==> src/rtl/spi_controller.sv <==
// ============================================================================
// Module   : spi_controller
// Purpose  : SPI mode-0 bus initiator issuing 16-bit register access frames.
// Revision : 1.0
// ============================================================================
`default_nettype none

module spi_controller #(
    parameter int CLK_DIV  = 4,
    parameter int CS_SETUP = 2,
    parameter int CS_HOLD  = 2,
    parameter int CS_IDLE  = 2
) (
    input  logic       clk,
    input  logic       rst_n,
    input  logic       req_valid,
    output logic       req_ready,
    input  logic       req_write,
    input  logic [6:0] req_addr,
    input  logic [7:0] req_wdata,
    output logic       rsp_valid,
    output logic [7:0] rsp_rdata,
    output logic       busy,
    output logic       sclk,
    output logic       copi,
    output logic       ncs,
    input  logic       cipo
);

    localparam int c_max_a   = (CLK_DIV > CS_SETUP) ? CLK_DIV : CS_SETUP;
    localparam int c_max_b   = (CS_HOLD > CS_IDLE) ? CS_HOLD : CS_IDLE;
    localparam int c_cnt_max = (c_max_a > c_max_b) ? c_max_a : c_max_b;
    localparam int c_cnt_w   = $clog2(c_cnt_max + 1);

    localparam logic [c_cnt_w-1:0] c_div_last   = c_cnt_w'(CLK_DIV - 1);
    localparam logic [c_cnt_w-1:0] c_setup_last = c_cnt_w'(CS_SETUP - 1);
    localparam logic [c_cnt_w-1:0] c_hold_last  = c_cnt_w'(CS_HOLD - 1);
    localparam logic [c_cnt_w-1:0] c_idle_last  = c_cnt_w'(CS_IDLE - 1);

    localparam logic [2:0] c_st_idle     = 3'd0;
    localparam logic [2:0] c_st_setup    = 3'd1;
    localparam logic [2:0] c_st_shift_lo = 3'd2;
    localparam logic [2:0] c_st_shift_hi = 3'd3;
    localparam logic [2:0] c_st_hold     = 3'd4;
    localparam logic [2:0] c_st_gap      = 3'd5;

    logic [2:0]         r_state;
    logic [2:0]         w_next_state;
    logic [c_cnt_w-1:0] r_cnt;
    logic [c_cnt_w-1:0] w_phase_last;
    logic               w_phase_done;
    logic [3:0]         r_bit_cnt;
    logic [15:0]        r_tx;
    logic [7:0]         r_rx;
    logic [7:0]         r_rdata;
    logic               w_accept;

    assign w_accept = (r_state == c_st_idle) && req_valid;

    always_comb begin
        w_phase_last = c_div_last;
        case (r_state)
            c_st_setup: w_phase_last = c_setup_last;
            c_st_hold:  w_phase_last = c_hold_last;
            c_st_gap:   w_phase_last = c_idle_last;
            default:    w_phase_last = c_div_last;
        endcase
        w_phase_done = (r_cnt == w_phase_last);
    end

    always_comb begin
        w_next_state = r_state;
        case (r_state)
            c_st_idle:     if (req_valid)    w_next_state = c_st_setup;
            c_st_setup:    if (w_phase_done) w_next_state = c_st_shift_lo;
            c_st_shift_lo: if (w_phase_done) w_next_state = c_st_shift_hi;
            c_st_shift_hi: if (w_phase_done)
                               w_next_state = (r_bit_cnt == 4'd15) ? c_st_hold : c_st_shift_lo;
            c_st_hold:     if (w_phase_done) w_next_state = c_st_gap;
            c_st_gap:      if (w_phase_done) w_next_state = c_st_idle;
            default:       w_next_state = c_st_idle;
        endcase
    end

    always_ff @(posedge clk or negedge rst_n) begin
        if (!rst_n) begin
            r_state   <= c_st_idle;
            r_cnt     <= '0;
            r_bit_cnt <= 4'd0;
            r_tx      <= 16'h0000;
            r_rx      <= 8'h00;
            r_rdata   <= 8'h00;
        end else begin
            r_state <= w_next_state;
            if ((w_next_state != r_state) || (r_state == c_st_idle))
                r_cnt <= '0;
            else
                r_cnt <= r_cnt + 1'b1;

            if (w_accept) begin
                r_tx      <= {req_write, req_addr, (req_write ? req_wdata : 8'h00)};
                r_bit_cnt <= 4'd0;
                r_rx      <= 8'h00;
            end

            // Sample cipo at the end of the high phase; the next bit goes out as sclk falls.
            if ((r_state == c_st_shift_hi) && w_phase_done) begin
                r_rx <= {r_rx[6:0], cipo};
                r_tx <= {r_tx[14:0], 1'b0};
                if (r_bit_cnt != 4'd15)
                    r_bit_cnt <= r_bit_cnt + 4'd1;
            end

            if ((r_state == c_st_hold) && w_phase_done)
                r_rdata <= r_rx;
        end
    end

    always_comb begin
        req_ready = (r_state == c_st_idle);
        busy      = (r_state != c_st_idle);
        ncs       = !((r_state == c_st_setup) || (r_state == c_st_shift_lo) ||
                      (r_state == c_st_shift_hi) || (r_state == c_st_hold));
        sclk      = (r_state == c_st_shift_hi);
        copi      = ((r_state == c_st_setup) || (r_state == c_st_shift_lo) ||
                     (r_state == c_st_shift_hi)) ? r_tx[15] : 1'b0;
        rsp_valid = (r_state == c_st_gap) && (r_cnt == '0);
        rsp_rdata = r_rdata;
    end

endmodule

`default_nettype wire

==> config.mk <==
export PLATFORM = sky130hd
export DESIGN_NAME = spi_controller
export DESIGN_NICKNAME = d
export VERILOG_FILES = /design/src/rtl/spi_controller.sv
export SDC_FILE = /design/constraint.sdc
export NUM_CORES = 1
export LEC_CHECK = 0
export CORE_MARGIN = 2
export CORE_UTILIZATION = 47
export CTS_CLUSTER_DIAMETER = 30
export DETAILED_ROUTE_END_ITERATION = 8
export PLACE_DENSITY = 0.74
export SLEW_MARGIN = 25
export SYNTH_ARGS = -nofsm -noshare
export SYNTH_HDL_FRONTEND = slang
export SYNTH_SLANG_ARGS = --single-unit
==> constraint.sdc <==
create_clock -name clk -period 1.4 [get_ports clk]
set_input_delay 0.42 -clock clk [delete_from_list [all_inputs] [get_ports clk]]
set_output_delay 0.42 -clock clk [all_outputs]
set_load 0.05 [all_outputs]
After elaboration in Yosys (flattened, before gate mapping)
Cells that the tools add are included.
{"block": "word_totals", "register_bits": 42, "in_bits": 20, "out_inout_bits": 14, "elab_cells": 50}
{"block": "classes", "addsub": 2, "n_eq_ne": 9, "mux": 19, "n_reduce_logical": 14}
{"cell": "16-bit 2-to-1 mux", "n": 2}
{"cell": "3-bit 2-to-1 mux", "n": 8}
{"cell": "8-bit 2-to-1 mux", "n": 3}
{"cell": "3-bit one-hot mux with 6 select lines", "n": 1}
{"cell": "4-bit 2-to-1 mux", "n": 3}
{"cell": "3-bit by 2-bit == test with 1-bit output, second input constant", "n": 2}
{"cell": "3-bit == test, second input constant", "n": 2}
{"cell": "3-bit zero test", "n": 2}
{"cell": "4-bit by 1-bit adder with 4-bit output, second input constant", "n": 1}
{"cell": "4-bit == test, second input constant", "n": 1}
{"cell": "1-bit logical AND", "n": 4}
{"cell": "1-bit logical OR", "n": 4}
{"cell": "4-bit inequality test, second input constant", "n": 1}
{"cell": "3-bit by 1-bit adder with 3-bit output, second input constant", "n": 1}
{"cell": "3-bit by 1-bit == test with 1-bit output, second input constant", "n": 1}
{"cell": "3-bit == test", "n": 1}
{"cell": "3-bit inequality test", "n": 1}
{"cell": "3-bit nonzero test", "n": 1}
{"cell": "3-bit OR reduction", "n": 1}
{"cell": "2-bit 2-to-1 mux", "n": 1}
{"cell": "2-bit nonzero test", "n": 1}
{"cell": "1-bit zero test", "n": 1}
{"cell": "1-bit 2-to-1 mux", "n": 1}

Longest topological paths before layout
Gate-level depths: netlist (run 1).
{"block": "logic_depth", "ltp_word": 9, "mapped_depth": 5, "depth_no_buf": 4}

Worst setup path before layout (run 1)
Ideal clock, no wire load.
{"block": "synth_timing", "kind": "reg-to-output", "start": "reg r_state[0]", "end": "out copi", "t_arrival_ns": 1.850, "t_required_ns": 0.980, "slack_ns": -0.870, "path_stages_with_launch": 4, "n_path_buf": 1, "cell_sequence": "dfrtp_1 > buf_2 > nor2_1 > nor3b_1"}
{"block": "synth_via", "elab_chain_cells": 4, "word_cells_on_any_way": 6, "classes_between": "3 x eq/ne; 1 x mux; 2 x reduce/logical"}
{"item": "start, declared", "line": "47", "rtl": "logic [2:0] r_state;"}
{"item": "start signal, assigned", "line": "87", "rtl": "r_state <= c_st_idle;"}
{"item": "start signal, assigned", "line": "94", "rtl": "r_state <= w_next_state;"}
{"item": "3-bit by 1-bit == test with 1-bit output or 3-bit by 2-bit == test with 1-bit output (tied branches)", "line": "125", "rtl": "copi = ((r_state == c_st_setup) || (r_state == c_st_shift_lo) ||"}
{"item": "1-bit logical OR", "line": "125"}
{"item": "1-bit logical OR (*)", "line": "125"}
{"item": "1-bit 2-to-1 mux (*)", "line": "126", "rtl": "(r_state == c_st_shift_hi)) ? r_tx[15] : 1'b0;"}
{"item": "end, declared", "line": "25", "rtl": "output logic copi,"}
Every way passes the cells marked *; elsewhere a longest branch is shown, timed or not.

Worst setup path in the final report (run 1)
{"block": "layout_timing", "start": "reg r_state[1]", "end": "out rsp_valid"}
{"block": "layout_via", "elab_chain_cells": 2}
{"item": "3-bit == test", "line": "127", "rtl": "rsp_valid = (r_state == c_st_gap) && (r_cnt == '0);"}
{"item": "1-bit logical AND", "line": "127"}
{"item": "end, declared", "line": "21", "rtl": "output logic rsp_valid,"}
No other way between the ends.

==> impl_metrics.env, run 1 <==
export IMPL_synth_top_family_by_area="simple AND/OR/NAND/NOR gates"
export IMPL_synthSimpleGateAreaFrac_pct=19.94
export IMPL_grt_max_degree=28
export IMPL_drv_cap=0
export IMPL_synthCells=180
export IMPL_critical_path_arrival_ns=1.38
export IMPL_yosysUniqueCellTypes=44
export IMPL_cts_tree="yes"
export IMPL_critical_path_startpoint="r_state[1]"
export IMPL_antenna_cells=0
export IMPL_start_util_pct=49.91
export IMPL_grt_pass1_vias=1992
export IMPL_gr_total_overflow=0
export IMPL_synthAdderAreaFrac_pct=1.840
export IMPL_end_kind="primary output"
export IMPL_synthToLayoutAreaGrowth_pct=70.55
export IMPL_period_needed_ns=1.800
export IMPL_violations="negative setup slack"
export IMPL_synth_edf_count=0
export IMPL_rsz0062_at_grt="true"
export IMPL_ff2ff_path_depth=7
export IMPL_cp_endpoint="rsp_valid"
export IMPL_clk_pin_slew_ns=0.08
export IMPL_synth_area_leaders="dfrtp_1, a221o_1, mux2_2"
export IMPL_layout_setup_ws_ns=-0.4004
export IMPL_hold_buffers=0
export IMPL_yosysTopAreaCellShare_pct=51.53
export IMPL_path_class="flop to primary output"
export IMPL_syn_num_nets=203
export IMPL_yosys_cell_count_top_type="dfrtp_1"
export IMPL_synthFlopType="dfrtp_1"
export IMPL_ys_ff_latch=42
export IMPL_crit_path_start_kind="flop"
export IMPL_final_antenna_net_count=0
export IMPL_final_max_slew_viol_count=0
export IMPL_r2r_start="r_state[2]"
export IMPL_required_ns=0.98
export IMPL_p_leak_nw=1.599
export IMPL_die_area_um2=4883
export IMPL_cts_path_max_buffers=2
export IMPL_place_ws_ns=-0.4877
export IMPL_fin_util_pct=85.12
export IMPL_outcome="finished with violations"
export IMPL_die_h_um=69.88
export IMPL_grt_pass1_wl_um=10360
export IMPL_numCtsBuffers=5
export IMPL_numClockSinks=42
export IMPL_route_detailed_drc=0
export IMPL_ys_warn_count=0
export IMPL_coreArea_um2=4086
export IMPL_r2r_setup_slack_ns=-0.35
export IMPL_synth_area_um2=2039
export IMPL_port_buffer_count=33
export IMPL_fillers=188
export IMPL_tns_ns=-13.18
export IMPL_drt_iter0_drc=187
export IMPL_skew_ns=0.003492
export IMPL_num_vias=1911
export IMPL_dp_hpwl_um=3348
export IMPL_avgSynthCellArea_um2=11.33
export IMPL_pin_count=34
export IMPL_vdd_ir_drop_max_mv=0.6155
export IMPL_synth_compound_area_share_pct=15.71
export IMPL_clk_latency_ns=0.30
export IMPL_gp_congestion=0.8599
export IMPL_power_density_nw_per_um2=637.0
export IMPL_seq_area_frac_synth_pct=51.53
export IMPL_fin_nets=289
export IMPL_synth_largest_area_cell="dfrtp_1"
export IMPL_synth_common_cells="dfrtp_1, a221o_1, nand2_1"
export IMPL_synth_xor_area_share_pct=0.8589
export IMPL_drive_gt1_share_pct=55.06
export IMPL_slew_headroom_pct=70.26
export IMPL_tightest_slew_ns=0.4461
export IMPL_crit_path_max_fanout=5
export IMPL_async_flop_share_pct=100.0
export IMPL_synth_area_mux_share_pct=5.399
export IMPL_routedWlPerCell_um=21.74
export IMPL_drtPass1Iterations=5
export IMPL_htreeDepth=2
export IMPL_hold_path_class="input port to async pin"
export IMPL_rows=23
export IMPL_cts_root_buf="clkbuf_8"
export IMPL_hold_violations=0
export IMPL_die_width_um=69.88
export IMPL_fin_crit_sh_pct=128.6
export IMPL_regToRegEndpoint="r_bit_cnt[2]"
export IMPL_via_per_inst=6.028
export IMPL_postRouteWirelength_um=6891
export IMPL_max_freq_ghz=0.5554
export IMPL_finalSetupViolations=48
export IMPL_grt_usage_pct=27.20
export IMPL_antenna_found_initial=0
## critical path, stage by stage, from the launching register on
cell and delay [ns]:
dfrtp_2 0.48, buf_6 0.14, nand2b_4 0.14, nor3_4 0.16
buf_12 0.16
## cell usage in the layout (no fill, tap or decap), types with 6 or more instances in the layout
cell / Yosys / routed
and3_1: 9 / 7
clkdlybuf4s50_1: 0 / 17
clkbuf_8: 0 / 6
buf_12: 0 / 16
nand2_1: 15 / 7
nand3_1: 11 / 10
o21ai_2: 0 / 10
buf_6: 4 / 23
mux2_4: 0 / 8
buf_4: 2 / 25
dfrtp_1: 42 / 37
nand2_2: 0 / 6
a221o_1: 15 / 15
## final cells by class
| class | instances | area, µm² | share of cell area (%) |
|---|---|---|---|
| Tap cell | 50 | 62.56 | 1.799 |
| Sequential cell | 42 | 1057 | 30.40 |
| Multi-Input combinational cell | 125 | 1216 | 34.96 |
| Clock inverter | 2 | 12.51 | 0.3597 |
| Inverter | 5 | 26.28 | 0.7554 |
| Clock buffer | 6 | 82.58 | 2.374 |
| Timing Repair Buffer | 87 | 1021 | 29.35 |
## power breakdown
group / total, mW / internal [mW] / switching, mW
clock: 0.831 / 0.397 / 0.434
sequential: 1.25 / 1.23 / 0.0171
combinational: 0.135 / 0.0774 / 0.0581
## flip-flops by register name (all words and copies together) (netlist names)
register,count
r_bit_cnt,4
r_cnt,3
r_rx,8
r_state,3
r_tx,16
rsp_rdata,8
## worst min path at each step
stage,slack [ns],endpoint,start
after global routing,0.06,r_bit_cnt[0],rst_n
after floorplan,0.12,r_bit_cnt[0],rst_n
after CTS,0.05,rsp_rdata[7],rst_n
after detailed placement,0.37,rsp_rdata[7],rst_n
after global placement,0.36,rsp_rdata[7],rst_n
final,0.06,rsp_rdata[7],rst_n
## per-stage QoR
stage | instance area (µm²) | hold WS [ns] | total power, mW | cells
final | 3478 | 0.05527 | 2.216 | 317
after global routing | 3478 | 0.06407 | 2.302 | 317
after CTS | 3301 | 0.05426 | 2.221 | 311
after detailed placement | 2773 | 0.3747 | 1.398 | 277
after global placement | 2773 | 0.3633 | 1.392 | 277
after floorplan | 2136 | 0.1244 | 1.298 | 180
## layer usage
metal	global-route usage (%)	wire, µm
met1	34.31	2810
met2	46.98	3590
met3	4.906	316
met4	9.402	174
met5	0	0
## kinds of logic after synthesis
family / Yosys count
adder cells (fa/ha/maj): 3
XOR/XNOR: 2
flip-flops: 42
buffers and inverters: 15
multiplexers: 10
AND/OR/NAND/NOR: 66
AO/OA/AOI/OAI: 42
## repair_timing
| item | 4_1_cts | 5_1_grt |
|---|---|---|
| gates cloned | 4 | 1 |
| buffers inserted | 22 | 12 |
| setup endpoints to repair | 46 | 48 |
| resized for setup | 57 | 40 |
| pin swaps | 31 | 25 |
No activity file was read; power rests on OpenSTA's default activity.
==> inputs of run 2 (changes only) <==
--- a/config.mk
+++ b/config.mk
@@ -10,7 +10,6 @@
 export CTS_CLUSTER_DIAMETER = 30
 export DETAILED_ROUTE_END_ITERATION = 8
 export PLACE_DENSITY = 0.74
-export SLEW_MARGIN = 25
 export SYNTH_ARGS = -nofsm -noshare
 export SYNTH_HDL_FRONTEND = slang
 export SYNTH_SLANG_ARGS = --single-unit
==> results of run 2 <==
Final layout, timing and power as in run 1 (identical DEF).
==> inputs of run 3 (changes only) <==
--- a/config.mk
+++ b/config.mk
@@ -5,11 +5,15 @@
 export SDC_FILE = /design/constraint.sdc
 export NUM_CORES = 1
 export LEC_CHECK = 0
+export CELL_PAD_IN_SITES_DETAIL_PLACEMENT = 1
+export CELL_PAD_IN_SITES_GLOBAL_PLACEMENT = 2
 export CORE_MARGIN = 2
-export CORE_UTILIZATION = 47
+export CORE_UTILIZATION = 31
 export CTS_CLUSTER_DIAMETER = 30
 export DETAILED_ROUTE_END_ITERATION = 8
 export PLACE_DENSITY = 0.74
+export REMOVE_ABC_BUFFERS = 1
+export SLEW_MARGIN = 20
 export SYNTH_ARGS = -nofsm -noshare
 export SYNTH_HDL_FRONTEND = slang
 export SYNTH_SLANG_ARGS = --single-unit
==> impl_metrics.env, run 3 (synthesis gave the netlist of run 1 again) <==
export IMPL_outcome="finished with violations"
export IMPL_violations="negative setup slack"
export IMPL_hold_violations=0
export IMPL_ff2ff_path_depth=8
export IMPL_r2r_start="r_cnt[1]"
export IMPL_path_class="flop to primary output"
export IMPL_layout_setup_ws_ns=-0.4065
export IMPL_grt_usage_pct=17.65
export IMPL_postRouteWirelength_um=6594
export IMPL_antenna_cells=0
export IMPL_die_h_um=85.11
export IMPL_clk_latency_ns=0.30
export IMPL_top_register="r_tx"
export IMPL_gr_total_overflow=0
export IMPL_drv_cap=0
export IMPL_coreArea_um2=6350
export IMPL_regToRegEndpoint="r_tx[5]"
export IMPL_pin_count=34
export IMPL_clk_pin_slew_ns=0.09
export IMPL_num_vias=1818
export IMPL_drive_gt1_share_pct=50.76
export IMPL_dp_hpwl_um=3657
export IMPL_end_kind="primary output"
export IMPL_die_width_um=85.11
export IMPL_rows=29
export IMPL_cts_path_max_buffers=2
export IMPL_grt_max_degree=32
export IMPL_vdd_ir_drop_max_mv=0.4395
export IMPL_hold_path_class="input port to async pin"
export IMPL_synthToLayoutAreaGrowth_pct=67.55
export IMPL_power_density_nw_per_um2=644.0
export IMPL_cts_root_buf="clkbuf_8"
export IMPL_stdcell_area_um2=3417
export IMPL_holdWs_ns=0.008951
export IMPL_grt_pass1_wl_um=9929
export IMPL_fin_crit_sh_pct=129.0
export IMPL_via_per_inst=5.331
export IMPL_final_antenna_net_count=0
export IMPL_hold_buffers=0
export IMPL_required_ns=0.98
export IMPL_grt_pass1_vias=1974
export IMPL_slew_headroom_pct=65.27
export IMPL_instances_no_fill=341
export IMPL_final_cell_mix="dfrtp_1, buf_4, buf_12"
export IMPL_antenna_found_initial=0
export IMPL_route_detailed_drc=0
export IMPL_dp_cells=312
export IMPL_port_buffer_count=33
export IMPL_drtPass1Iterations=5
export IMPL_numClockSinks=42
export IMPL_tightest_slew_ns=0.5187
export IMPL_cts_tree="yes"
export IMPL_numCtsBuffers=5
export IMPL_place_area_um2=2801
export IMPL_place_ws_ns=-0.5381
export IMPL_r2r_setup_slack_ns=-0.38
export IMPL_power_mw=2.201
export IMPL_fin_util_pct=53.81
export IMPL_finalSetupViolations=47
export IMPL_drt_iter0_drc=60
export IMPL_final_max_slew_viol_count=0
export IMPL_p_leak_nw=1.576
export IMPL_rsz0062_at_grt="true"
export IMPL_tns_ns=-12.44
export IMPL_start_util_pct=32.12
export IMPL_critical_path_arrival_ns=1.39
export IMPL_skew_ns=0.006963
export IMPL_crit_path_start_kind="flop"
export IMPL_largest_register_ff_count=16
export IMPL_period_needed_ns=1.806
export IMPL_max_freq_ghz=0.5536
export IMPL_final_common_cell="dfrtp_1"
export IMPL_htreeDepth=2
export IMPL_routedWlPerCell_um=19.34
export IMPL_die_area_um2=7244
export IMPL_fin_nets=286
export IMPL_gp_congestion=0.7553
export IMPL_crit_path_max_fanout=5
## run 3: metal layers
layer,vias to the layer above,global-route usage (%),wire length [µm]
li1,839,-,-
met1,938,21.71,2806
met2,34,31.61,3540
met3,7,3.113,166
met4,0,5.051,80
met5,-,0,0
## run 3: cell type report
| cell class | instances | area, µm² |
|---|---|---|
| clock buffer | 5 | 68.82 |
| clock inverter | 3 | 21.27 |
| fill | 667 | 2933 |
| inverter | 5 | 18.77 |
| multi-input combinational | 124 | 1127 |
| sequential | 42 | 1056 |
| tap | 77 | 96.34 |
| timing repair buffer | 85 | 1028 |
## run 3: power by group
group	total [mW]	internal, mW	switching [mW]	leakage (nW)
combinational	0.134	0.0796	0.0546	1.02
sequential	1.25	1.23	0.0195	0.515
clock	0.815	0.351	0.463	0.0441
## run 3: how the worst max path moves through the flow
stage               start           end  slack [ns]  cells past startpoint
4_1_cts          r_cnt[1]     rsp_valid       -0.39                      6
6_report       r_state[2]          copi       -0.41                      4
2_1_floorplan  r_state[0]          copi       -0.86                      2
3_3_place_gp    req_valid  r_bit_cnt[3]       -0.50                      4
3_5_place_dp    req_valid  r_bit_cnt[3]       -0.54                      4
5_1_grt          r_cnt[1]     rsp_valid       -0.48                      6
## run 3: critical path, cell delays in order, from the launching register on
cell and delay [ns]:
dfrtp_2 0.48, buf_6 0.15, nor3b_2 0.19, buf_4 0.15, buf_12 0.12
## run 3: repair_timing
| item | 4_1_cts | 5_1_grt |
|---|---|---|
| pin swaps | 18 | 17 |
| endpoints found under the hold margin | 0 | 0 |
| buffers inserted | 10 | 7 |
| gates cloned | 4 | 1 |
| setup endpoints to repair | 46 | 48 |
| resized for setup | 29 | 59 |
